[src/rtl/seq_det_pkg.sv]
// Shared types and helpers for the scheduled serial pattern detector.
// The MATCH_CNT_EN build option is handled in seq_det_sched; nothing here depends on it.
package seq_det_pkg;

  typedef enum logic [1:0] {
    IDLE  = 2'd0,
    RUN   = 2'd1,
    FLUSH = 2'd2
  } state_t;

  localparam int NCH_DEF = 4;
  localparam logic [3:0] PAT_RST_DEF = 4'b1011;

  // Index width for a count of n items, never narrower than one bit.
  function automatic int ch_w(input int n);
    return (n < 2) ? 1 : $clog2(n);
  endfunction

endpackage

[src/rtl/seq_det_sched_if.sv]
// Per-channel serial request bundle between the bit sources and the scheduler.
// Source holds seq_valid/seq; a bit is taken in any cycle its seq_ready bit is also high.
interface seq_det_sched_if #(
  parameter int NCH = 4
);

  logic [NCH-1:0] seq_valid;
  logic [NCH-1:0] seq;
  logic [NCH-1:0] seq_ready;

  modport master (
    output seq_valid,
    output seq,
    input  seq_ready
  );

  modport slave (
    input  seq_valid,
    input  seq,
    output seq_ready
  );

endinterface

[src/rtl/seq_det_sched_rr_arb.sv]
// rr_arb: picks the first requesting channel at or after ptr, searching modulo NCH.
// Latency: purely combinational, zero cycles.
// Backpressure: none of its own; the caller masks gnt when it cannot accept a bit.
module rr_arb
  import seq_det_pkg::*;
#(
  parameter  int NCH  = 4,
  localparam int CH_W = ch_w(NCH)
) (
  input  logic [NCH-1:0]  req,
  input  logic [CH_W-1:0] ptr,
  output logic [NCH-1:0]  gnt,
  output logic [CH_W-1:0] idx,
  output logic            any
);

  logic [CH_W:0] slot;

  always_comb begin
    gnt  = '0;
    idx  = '0;
    any  = 1'b0;
    slot = '0;
    for (int k = 0; k < NCH; k++) begin
      // ptr + k stays below 2*NCH, so one conditional subtract gives the modulo.
      slot = {1'b0, ptr} + (CH_W+1)'(k);
      if (slot >= (CH_W+1)'(NCH)) begin
        slot = slot - (CH_W+1)'(NCH);
      end
      if (!any && req[slot[CH_W-1:0]]) begin
        any = 1'b1;
        idx = slot[CH_W-1:0];
      end
    end
    if (any) begin
      gnt[idx] = 1'b1;
    end
  end

endmodule

[src/rtl/seq_det_sched.sv]
// seq_det_sched: one programmable pattern detector time-shared round-robin across NCH serial streams; MATCH_CNT_EN adds per-channel match counters.
// Latency: grant is combinational in the request cycle; dout pulses one cycle after the consuming cycle.
// Backpressure: one bit per cycle in aggregate; seq_ready stays low in IDLE, FLUSH and on the cfg_load cycle.
module seq_det_sched
  import seq_det_pkg::*;
#(
  parameter  int               NCH     = NCH_DEF,
  parameter  int               PAT_W   = 4,
  parameter  logic [PAT_W-1:0] PAT_RST = PAT_W'(PAT_RST_DEF),
  localparam int               CH_W    = ch_w(NCH)
) (
  input  logic             clk,
  input  logic             rst,
  input  logic             en,
  input  logic             cfg_load,
  input  logic [PAT_W-1:0] cfg_pat,
  seq_det_sched_if.slave   sif,
  output logic             dout,
  output logic [CH_W-1:0]  dout_ch,
  output logic             busy
`ifdef MATCH_CNT_EN
  ,
  output logic [NCH*8-1:0] match_cnt
`endif
);

  localparam int                FILL_W   = ch_w(PAT_W + 1);
  localparam logic [FILL_W-1:0] FILL_MAX = FILL_W'(PAT_W);

  state_t            state_q;
  state_t            state_d;
  logic [CH_W-1:0]   ptr_q;
  logic [PAT_W-1:0]  pat_q;
  logic [PAT_W-1:0]  hist_q [NCH];
  logic [FILL_W-1:0] fill_q [NCH];

  logic [NCH-1:0]    gnt;
  logic [CH_W-1:0]   gnt_idx;
  logic              gnt_any;
  logic              arb_en;
  logic              fire;
  logic              hit;
  logic [PAT_W-1:0]  shifted;
  logic [CH_W-1:0]   ptr_nxt;

  rr_arb #(
    .NCH (NCH)
  ) u_arb (
    .req (sif.seq_valid),
    .ptr (ptr_q),
    .gnt (gnt),
    .idx (gnt_idx),
    .any (gnt_any)
  );

  // A pending reconfiguration wins over a grant in the same cycle.
  assign arb_en        = (state_q == RUN) && en && !cfg_load;
  assign sif.seq_ready = arb_en ? gnt : '0;
  assign fire          = arb_en && gnt_any;
  assign busy          = (state_q == FLUSH);

  assign shifted = {hist_q[gnt_idx][PAT_W-2:0], sif.seq[gnt_idx]};
  assign hit     = fire && (shifted == pat_q) &&
                   (fill_q[gnt_idx] >= FILL_W'(PAT_W - 1));
  assign ptr_nxt = (gnt_idx == CH_W'(NCH - 1)) ? '0 : gnt_idx + CH_W'(1);

  always_comb begin
    state_d = state_q;
    case (state_q)
      IDLE: begin
        if (en) state_d = RUN;
      end
      RUN: begin
        if (cfg_load)  state_d = FLUSH;
        else if (!en)  state_d = IDLE;
      end
      FLUSH: begin
        state_d = en ? RUN : IDLE;
      end
      default: state_d = IDLE;
    endcase
  end

  always_ff @(posedge clk or posedge rst) begin
    if (rst) begin
      state_q <= IDLE;
      ptr_q   <= '0;
      pat_q   <= PAT_RST;
      dout    <= 1'b0;
      dout_ch <= '0;
      for (int i = 0; i < NCH; i++) begin
        hist_q[i] <= '0;
        fill_q[i] <= '0;
      end
    end else begin
      state_q <= state_d;
      dout    <= hit;
      if (hit) begin
        dout_ch <= gnt_idx;
      end
      if ((state_q == RUN) && cfg_load) begin
        pat_q <= cfg_pat;
      end
      if (fire) begin
        ptr_q           <= ptr_nxt;
        hist_q[gnt_idx] <= shifted;
        if (fill_q[gnt_idx] != FILL_MAX) begin
          fill_q[gnt_idx] <= fill_q[gnt_idx] + FILL_W'(1);
        end
      end
      // FLUSH never grants, so the clear cannot collide with a shift above.
      if (state_q == FLUSH) begin
        for (int i = 0; i < NCH; i++) begin
          hist_q[i] <= '0;
          fill_q[i] <= '0;
        end
      end
    end
  end

`ifdef MATCH_CNT_EN
  logic [7:0] cnt_q [NCH];

  always_ff @(posedge clk or posedge rst) begin
    if (rst) begin
      for (int i = 0; i < NCH; i++) begin
        cnt_q[i] <= '0;
      end
    end else if (state_q == FLUSH) begin
      for (int i = 0; i < NCH; i++) begin
        cnt_q[i] <= '0;
      end
    end else if (hit && (cnt_q[gnt_idx] != 8'hFF)) begin
      cnt_q[gnt_idx] <= cnt_q[gnt_idx] + 8'd1;
    end
  end

  for (genvar i = 0; i < NCH; i++) begin : g_cnt
    assign match_cnt[i*8 +: 8] = cnt_q[i];
  end
`endif

endmodule

[src/flat_wrapper.sv]
// flat-port wrapper written by rule: the top's interface ports become plain ports
module seq_det_sched_flat import seq_det_pkg::*;
#(
  parameter  int               NCH     = NCH_DEF,
  parameter  int               PAT_W   = 4,
  parameter  logic [PAT_W-1:0] PAT_RST = PAT_W'(PAT_RST_DEF),
  localparam int               CH_W    = ch_w(NCH)
)
  (clk, rst, en, cfg_load, cfg_pat, dout, dout_ch, busy, sif_seq_valid, sif_seq, sif_seq_ready);
  seq_det_sched_if #(.NCH(NCH)) sif_i ();
  input  logic clk;
  input  logic rst;
  input  logic en;
  input  logic cfg_load;
  input  logic [PAT_W-1:0] cfg_pat;
  output logic dout;
  output logic [CH_W-1:0] dout_ch;
  output logic busy;
  input wire logic [$bits(sif_i.seq_valid)-1:0] sif_seq_valid;
  input wire logic [$bits(sif_i.seq)-1:0] sif_seq;
  output wire logic [$bits(sif_i.seq_ready)-1:0] sif_seq_ready;
  assign sif_i.seq_valid = sif_seq_valid;
  assign sif_i.seq = sif_seq;
  assign sif_seq_ready = sif_i.seq_ready;
  seq_det_sched #(.NCH(NCH), .PAT_W(PAT_W), .PAT_RST(PAT_RST)) u_core (.clk(clk), .rst(rst), .en(en), .cfg_load(cfg_load), .cfg_pat(cfg_pat), .sif(sif_i), .dout(dout), .dout_ch(dout_ch), .busy(busy));
endmodule
[config.mk]
export PLATFORM = sky130hd
export DESIGN_NAME = seq_det_sched_flat
export DESIGN_NICKNAME = d
export VERILOG_FILES = /design/src/rtl/seq_det_pkg.sv /design/src/rtl/seq_det_sched_if.sv /design/src/rtl/seq_det_sched_rr_arb.sv /design/src/rtl/seq_det_sched.sv /design/src/flat_wrapper.sv
export SDC_FILE = /design/constraint.sdc
export NUM_CORES = 1
export LEC_CHECK = 0
export CAP_MARGIN = 10
export CORE_MARGIN = 8
export CORE_UTILIZATION = 40
export CTS_CLUSTER_DIAMETER = 40
export DETAILED_ROUTE_END_ITERATION = 16
export SLEW_MARGIN = 20
export SYNTH_ARGS = -nofsm -noshare
export SYNTH_HDL_FRONTEND = slang
export SYNTH_SLANG_ARGS = --single-unit
[constraint.sdc]
create_clock -name clk -period 3.56 [get_ports clk]
set_clock_uncertainty 0.15 [all_clocks]
set_input_delay 0.712 -clock clk [delete_from_list [all_inputs] [get_ports clk]]
set_output_delay 0.712 -clock clk [all_outputs]
set_load 0.02 [all_outputs]
; Word level (Yosys, flattened, before mapping)
; Index checks and enable logic that the tools add are counted.
[classes]
add_sub_neg = 9
magnitude_cmp = 13
n_eq_ne = 7
mux = 49
bitwise_logic = 1
reduce_logical = 20
[ops]
columns = operator, n
row1 = $mux W12, 3
row2 = $mux W16, 2
row3 = $mux W2, 12
row4 = $bwmux W16, 1
row5 = $lt A2 B3 Y1 const B, 5
row6 = $mux W3, 5
row7 = $bwmux W12, 1
row8 = $ge A3 B3 Y1 const B, 4
row9 = $mux W4, 3
row10 = $logic_and A1 B1 Y1, 11
row11 = $mux W1, 11
row12 = $bmux W1 S2, 5
row13 = $bmux W4 S2, 1
row14 = $demux W4 S2, 1
row15 = $sub A2 B1 Y2 const B, 4
row16 = $add A2 B2 Y3 const B, 2
row17 = $bmux W3 S2, 1
row18 = $demux W3 S2, 1
row19 = $ne A3 B3 Y1 const B, 2
row20 = $pmux W2 S3, 1
row21 = $eq A2 B2 Y1 const B, 2
row22 = $eq A4 B4 Y1, 1
row23 = $logic_not A1 Y1, 4
row24 = $reduce_and A2 Y1, 2
row25 = other kinds (13), 14
[totals]
ff_bits = 39

; Logic depth before layout (Yosys ltp)
[logic_depth]
word_depth = 23
depth_mapped = 12
mapped_depth_nobuf = 10

; Cells and area by module
; Synthesis repeated with hierarchy kept, for this count alone.
[unflattened]
cells_unflattened = 193
area_unflattened_um2 = 2003.2
[modules_own_cells]
columns = mod, instances, cells_per_inst, area_each_um2, seq_area_each_um2
row1 = seq_det_sched, 1, 161, 1820.5, 879.6
row2 = rr_arb, 1, 32, 182.7, 0.0

; Least setup slack after synthesis
; OpenSTA, ideal clock, no wires.
[synth_timing]
kind = input port to flip-flop
from = in sif_seq_valid[1]
to = reg u_core.dout_ch[0]
t_arrival_ns = 2.881
path_slack_ns = 0.404
cell_stages = 10
path_cell_list = mux2_4 o221ai_4 inv_2 mux4_2 ha_1 ha_1 a211oi_1 nor4_1 nand4_1 mux2_2
[synth_between]
elab_chain_len = 19
word_cells_on_any_way = 36
[synth_rtl]
columns = item, line
row1 = "start, declared", flat_wrapper.sv:19  ; input wire logic [$bits(sif_i.seq_valid)-1:0] sif_seq_valid;
row2 = $bmux W1 S2, seq_det_sched_rr_arb.sv:30  ; if (!any && req[slot[CH_W-1:0]]) begin
row3 = $mux W1 (not written as such), seq_det_sched_rr_arb.sv:30
row4 = $mux W1, seq_det_sched_rr_arb.sv:30
row5 = $logic_not A1 Y1, seq_det_sched_rr_arb.sv:30
row6 = $logic_and A1 B1 Y1, seq_det_sched_rr_arb.sv:30
row7 = $mux W1, seq_det_sched_rr_arb.sv:30
row8 = $logic_not A1 Y1, seq_det_sched_rr_arb.sv:30
row9 = $logic_and A1 B1 Y1, seq_det_sched_rr_arb.sv:30
row10 = $mux W1, seq_det_sched_rr_arb.sv:30
row11 = $logic_not A1 Y1, seq_det_sched_rr_arb.sv:30
row12 = $logic_and A1 B1 Y1, seq_det_sched_rr_arb.sv:30
row13 = $mux W2 *, seq_det_sched_rr_arb.sv:30
row14 = via u_core.gnt_idx[0], seq_det_sched.sv:38  ; logic [CH_W-1:0] gnt_idx;
row15 = "parallel branches: the longest is 7 deep, another holds $ge A3 B2 Y1", --
row16 = "end signal, assigned", seq_det_sched.sv:99  ; dout_ch <= gnt_idx;
row17 = "end, declared", seq_det_sched.sv:19  ; output logic [CH_W-1:0] dout_ch,
; Mark *: on every way through the listed nets, which the timed path passes. The select of a mux whose other input is x is not followed.
; A chain may end at the register's enable or synchronous reset.

; Worst setup path in the final report
[layout_timing]
from = in sif_seq_valid[1]
to = out sif_seq_ready[1]
[layout_between]
elab_chain_len = 18
word_cells_on_any_way = 29
[layout_rtl]
columns = item, line
row1 = $bmux W1 S2, seq_det_sched_rr_arb.sv:30
row2 = $mux W1 (not written as such), seq_det_sched_rr_arb.sv:30
row3 = $mux W1, seq_det_sched_rr_arb.sv:30
row4 = $logic_not A1 Y1, seq_det_sched_rr_arb.sv:30
row5 = $logic_and A1 B1 Y1, seq_det_sched_rr_arb.sv:30
row6 = $mux W1, seq_det_sched_rr_arb.sv:30
row7 = $logic_not A1 Y1, seq_det_sched_rr_arb.sv:30
row8 = $logic_and A1 B1 Y1, seq_det_sched_rr_arb.sv:30
row9 = [3 not listed], --
row10 = $mux W2 *, seq_det_sched_rr_arb.sv:30
row11 = via u_core.gnt_idx[0], seq_det_sched.sv:38
row12 = $lt A2 B3 Y1 (not written as such) or $ge A2 B1 Y1 (tied branches), seq_det_sched_rr_arb.sv:36  ; gnt[idx] = 1'b1;
row13 = $logic_and A1 B1 Y1 (not written as such), seq_det_sched_rr_arb.sv:36
row14 = $mux W1 (not written as such), seq_det_sched_rr_arb.sv:36
row15 = $demux W1 S2 *, seq_det_sched_rr_arb.sv:36
row16 = $mux W4 *, seq_det_sched_rr_arb.sv:35  ; if (any) begin
row17 = $mux W4 *, seq_det_sched.sv:58  ; assign sif.seq_ready = arb_en ? gnt : '0;
row18 = "end, declared", flat_wrapper.sv:21  ; output wire logic [$bits(sif_i.seq_ready)-1:0] sif_seq_ready;
; The timed path passes the listed nets; every way through them passes the cells marked *. The select of a mux whose other input is x is not followed.

==> metrics.log <==
[metrics] result of the run: finished clean
[metrics] detailed-routed wire length on met2: 2035 um
[metrics] Crit path required time: 2700 ps
[metrics] Die W: 84.75 um
[metrics] DRC violation total after the first TritonRoute iteration: 44
[metrics] final worst-path cycle share: 96.41%
[metrics] startpoint kind of the worst setup timing path: input pin
[metrics] sum of net half-perimeters after detailed placement: 3314 um
[metrics] slack of the worst reg-to-reg path: 490 ps
[metrics] final hold violation count: 0
[metrics] slew at the pin closest to its max-slew limit: 714.3 ps
[metrics] data arrival time of the critical path: 2570 ps
[metrics] # port buffers: 23
[metrics] io pins: 24
[metrics] post-route ant nets: 0
[metrics] count of yosys warnings during synthesis: 0
[metrics] startpoint of the worst hold path: u_core.fill_q[7]$_DFFE_PP0P_
[metrics] number of pins exceeding their max-slew limit in the final report: 0
[metrics] wire length of the first global-routing pass: 7465 um
[metrics] core area: 0.004629 mm2
[metrics] clock transition time at the flip-flop clock pins of the worst setup and hold paths: 70 ps
[metrics] Final Wtd Congestion: 0.8892
[metrics] maximum clock insertion buffer count: 2
[metrics] EDFF count, synth: 0
[metrics] distinct cell type count after synthesis: 35
[metrics] vias after detailed routing: 1,546
[metrics] count of nets after finishing: 274
[metrics] Area growth, synth to finish: 37.19%
[metrics] leak pwr: 1.234 nW
[metrics] initial cell density of the core: 40.84%
[metrics] peak supply drop: 0.0002396 V
[metrics] number of setup violations in the final report: 0
[metrics] dominant cells by area after synthesis: sky130_fd_sc_hd__dfrtp_1 (42%), sky130_fd_sc_hd__mux2i_1 (7.4%), sky130_fd_sc_hd__o21ai_0 (6.6%)
[metrics] Power Density: 572.6 mW/mm2
[metrics] height of the chip: 84.75 um
[metrics] layout cells sized above 1: 27.38%
[metrics] clock tree from TritonCTS: yes
[metrics] WHS Path Cells: 2
[metrics] most area-hungry cell type in the Yosys netlist: sky130_fd_sc_hd__dfrtp_1
[metrics] clock sink count: 35
[metrics] number of standard-cell rows in the floorplan: 25
[metrics] Synthesized Nets: 211
[metrics] gate count after technology mapping: 188
[metrics] number of diodes: 0
[metrics] capturing element type of the critical path: output pin
[metrics] All-Layer GR Usage: 13.19%
[metrics] sum of routed wire segments on met1: 2068 um
[metrics] average vias per placed instance: 5.052
[metrics] DIE AREA: 0.007183 mm2
[metrics] Reg2Reg Depth: 11
[metrics] number of register bits inferred by synthesis: 35
[metrics] Remaining Overflow, GRT: 0
[metrics] most common flop cell mapped by yosys: sky130_fd_sc_hd__dfrtp_1
[metrics] drt wl/cell: 14.11 um
[metrics] Post-route DRC: 0
[metrics] maximum number of pins on one net before global-route repair: 19
[metrics] reg-to-reg startpoint: u_core.ptr_q[1]$_DFFE_PP0P_
[metrics] unrepaired setup endpoints after global routing: false
[metrics] CTS root buf: sky130_fd_sc_hd__clkbuf_8
[metrics] worst hold path endpoint: u_core.fill_q[7]$_DFFE_PP0P_
[metrics] maximum clock frequency: 291.4 MHz
[metrics] antenna violations before repair: 0
[metrics] max-cap violation count: 0
[metrics] worst setup timing slack at the placement stage: -271.5 ps
[metrics] fin worst setup slack: 127.9 ps
[metrics] clock network latency to the later pin of the worst-skew pair: 280 ps
[metrics] share of the yosys chip area belonging to registers: 46.53%
[metrics] portion of synthesized cell area occupied by the leading cell type: 42.36%
[metrics] worst hold-check path type: flop to flop
[metrics] most repeated cell in the gate-level netlist after synthesis: sky130_fd_sc_hd__dfrtp_1
[metrics] highest layer used for signal routing: met4
[metrics] worst reg2reg endpoint: u_core.dout_ch[0]$_DFFE_PP0P_
[metrics] area of the mapped netlist: 0.001891 mm2
[metrics] detailed-router iteration count before antenna repair: 4
[metrics] number of buffers added by the clock tree synthesis step: 5
[metrics] H-tree depth: 2
[metrics] Worst Path Class, Setup: input pin to output pin
[metrics] top cells by instance count after synthesis: sky130_fd_sc_hd__dfrtp_1 (32), sky130_fd_sc_hd__nand2_1 (26), sky130_fd_sc_hd__o21ai_0 (25)
[metrics] Max-Slew Margin vs Limit: 52.33%
[metrics] Worst Hold Slack: 332.0 ps
[metrics] Crit Path Max Fanout: 7
[metrics] met3 routed WL: 144 um
[metrics] total wire length: 4317 um
[metrics] average cell area after synthesis: 10.06 um2
[metrics] vias in the first global route: 1,522
[metrics] minimum period implied by the final worst setup slack: 3432 ps
[metrics] asr flop ratio synth: 100.0%
-- final cells by class --
| class | count | area, um2 |
|---|---|---|
| timing repair buffer | 60 | 518.0 |
| multi-input combinational | 134 | 954.7 |
| tap | 54 | 67.56 |
| fill | 433 | 2036 |
| sequential | 35 | 879.6 |
| clock inverter | 2 | 35.03 |
| clock buffer | 6 | 82.58 |
| inverter | 15 | 56.30 |
-- metal layers --
layer,GRT usage [%],vias up
li1,-,781
met1,16.31,734
met2,21.55,25
met3,3.024,6
met4,5.340,0
met5,0,-
-- cell usage in the layout (no fill, tap or decap), drive strengths merged, types with 2 or more instances in the layout --
cell type / instances
mux2i: 15
clkdlybuf4s50: 18
o21ai: 25
clkbuf: 6
nor4: 2
mux2: 11
inv: 15
dlygate4sd2: 4
dfstp: 3
dfrtp: 32
buf: 37
nor2: 5
nand3: 17
nand2: 26
xnor2: 2
a21oi: 7
xor2: 2
ha: 7
-- metrics by stage --
step           setup TNS, ps  instance area (um2)  instances  power [mW]  utilization [%]
6_report                   0                 2594        306       1.485            56.03
4_1_cts                    0                 2551        305       1.466            55.11
3_3_place_gp           -1216                 2435        297       1.086            52.59
5_1_grt                    0                 2594        306       1.590            56.03
2_1_floorplan              0                 1891        188      0.8852                -
3_5_place_dp           -1337                 2435        297       1.090            52.59
-- flip-flops by register name, summed over array words and instances (netlist names) --
signal	cells
u_core.fill_q	12
u_core.hist_q	12
u_core.pat_q	4
u_core.dout_ch	2
u_core.ptr_q	2
u_core.state_q	2
u_core.dout	1
-- worst max-delay path by stage --
stage | from | end | slack (ps) | depth (start not counted)
final | sif_seq_valid[1] | sif_seq_ready[1] | 130 | 9
after floorplan | sif_seq_valid[1] | u_core.dout_ch[0]$_DFFE_PP0P_ | 400 | 10
after global placement | sif_seq_valid[1] | sif_seq_ready[1] | -240 | 8
after detailed placement | sif_seq_valid[0] | u_core.dout_ch[0]$_DFFE_PP0P_ | -270 | 11
after global routing | sif_seq_valid[1] | sif_seq_ready[1] | 30 | 9
after CTS | sif_seq_valid[0] | u_core.dout_ch[1]$_DFFE_PP0P_ | 20 | 11
-- power by group --
group          internal [mW]  switching [mW]  total (mW)
Sequential             0.476          0.0622       0.538
Combinational          0.308           0.272       0.580
Clock                  0.226           0.141       0.368
-- cells by family after synthesis --
kind of cell | count (synthesis) | share of synthesized area (%)
muxes | 27 | 16.54
DFF | 35 | 46.53
xor gates and xnor gates | 4 | 1.853
adders and majority gates | 7 | 4.632
and+or+nand+nor | 57 | 13.83
buffers and inverters | 19 | 4.235
AOI/OAI and AO/OA | 39 | 12.38
-- critical path, cell delays in order --
cell                              delay [ps]
sky130_fd_sc_hd__clkdlybuf4s50_1         460
sky130_fd_sc_hd__mux2_4                  300
sky130_fd_sc_hd__o221ai_4                220
sky130_fd_sc_hd__buf_12                  160
sky130_fd_sc_hd__inv_2                    60
sky130_fd_sc_hd__ha_1                    190
sky130_fd_sc_hd__nand2_1                  90
sky130_fd_sc_hd__inv_1                    60
sky130_fd_sc_hd__dlygate4sd2_1           310
-- timing repair --
action                                  4_1_cts  5_1_grt
endpoints found under the setup margin        4        6
hold buffers                                  0        0
buffers inserted                              0        1
resized for setup                             5        6
pin swaps                                     0        1
Power figures use the tool's default switching activity.
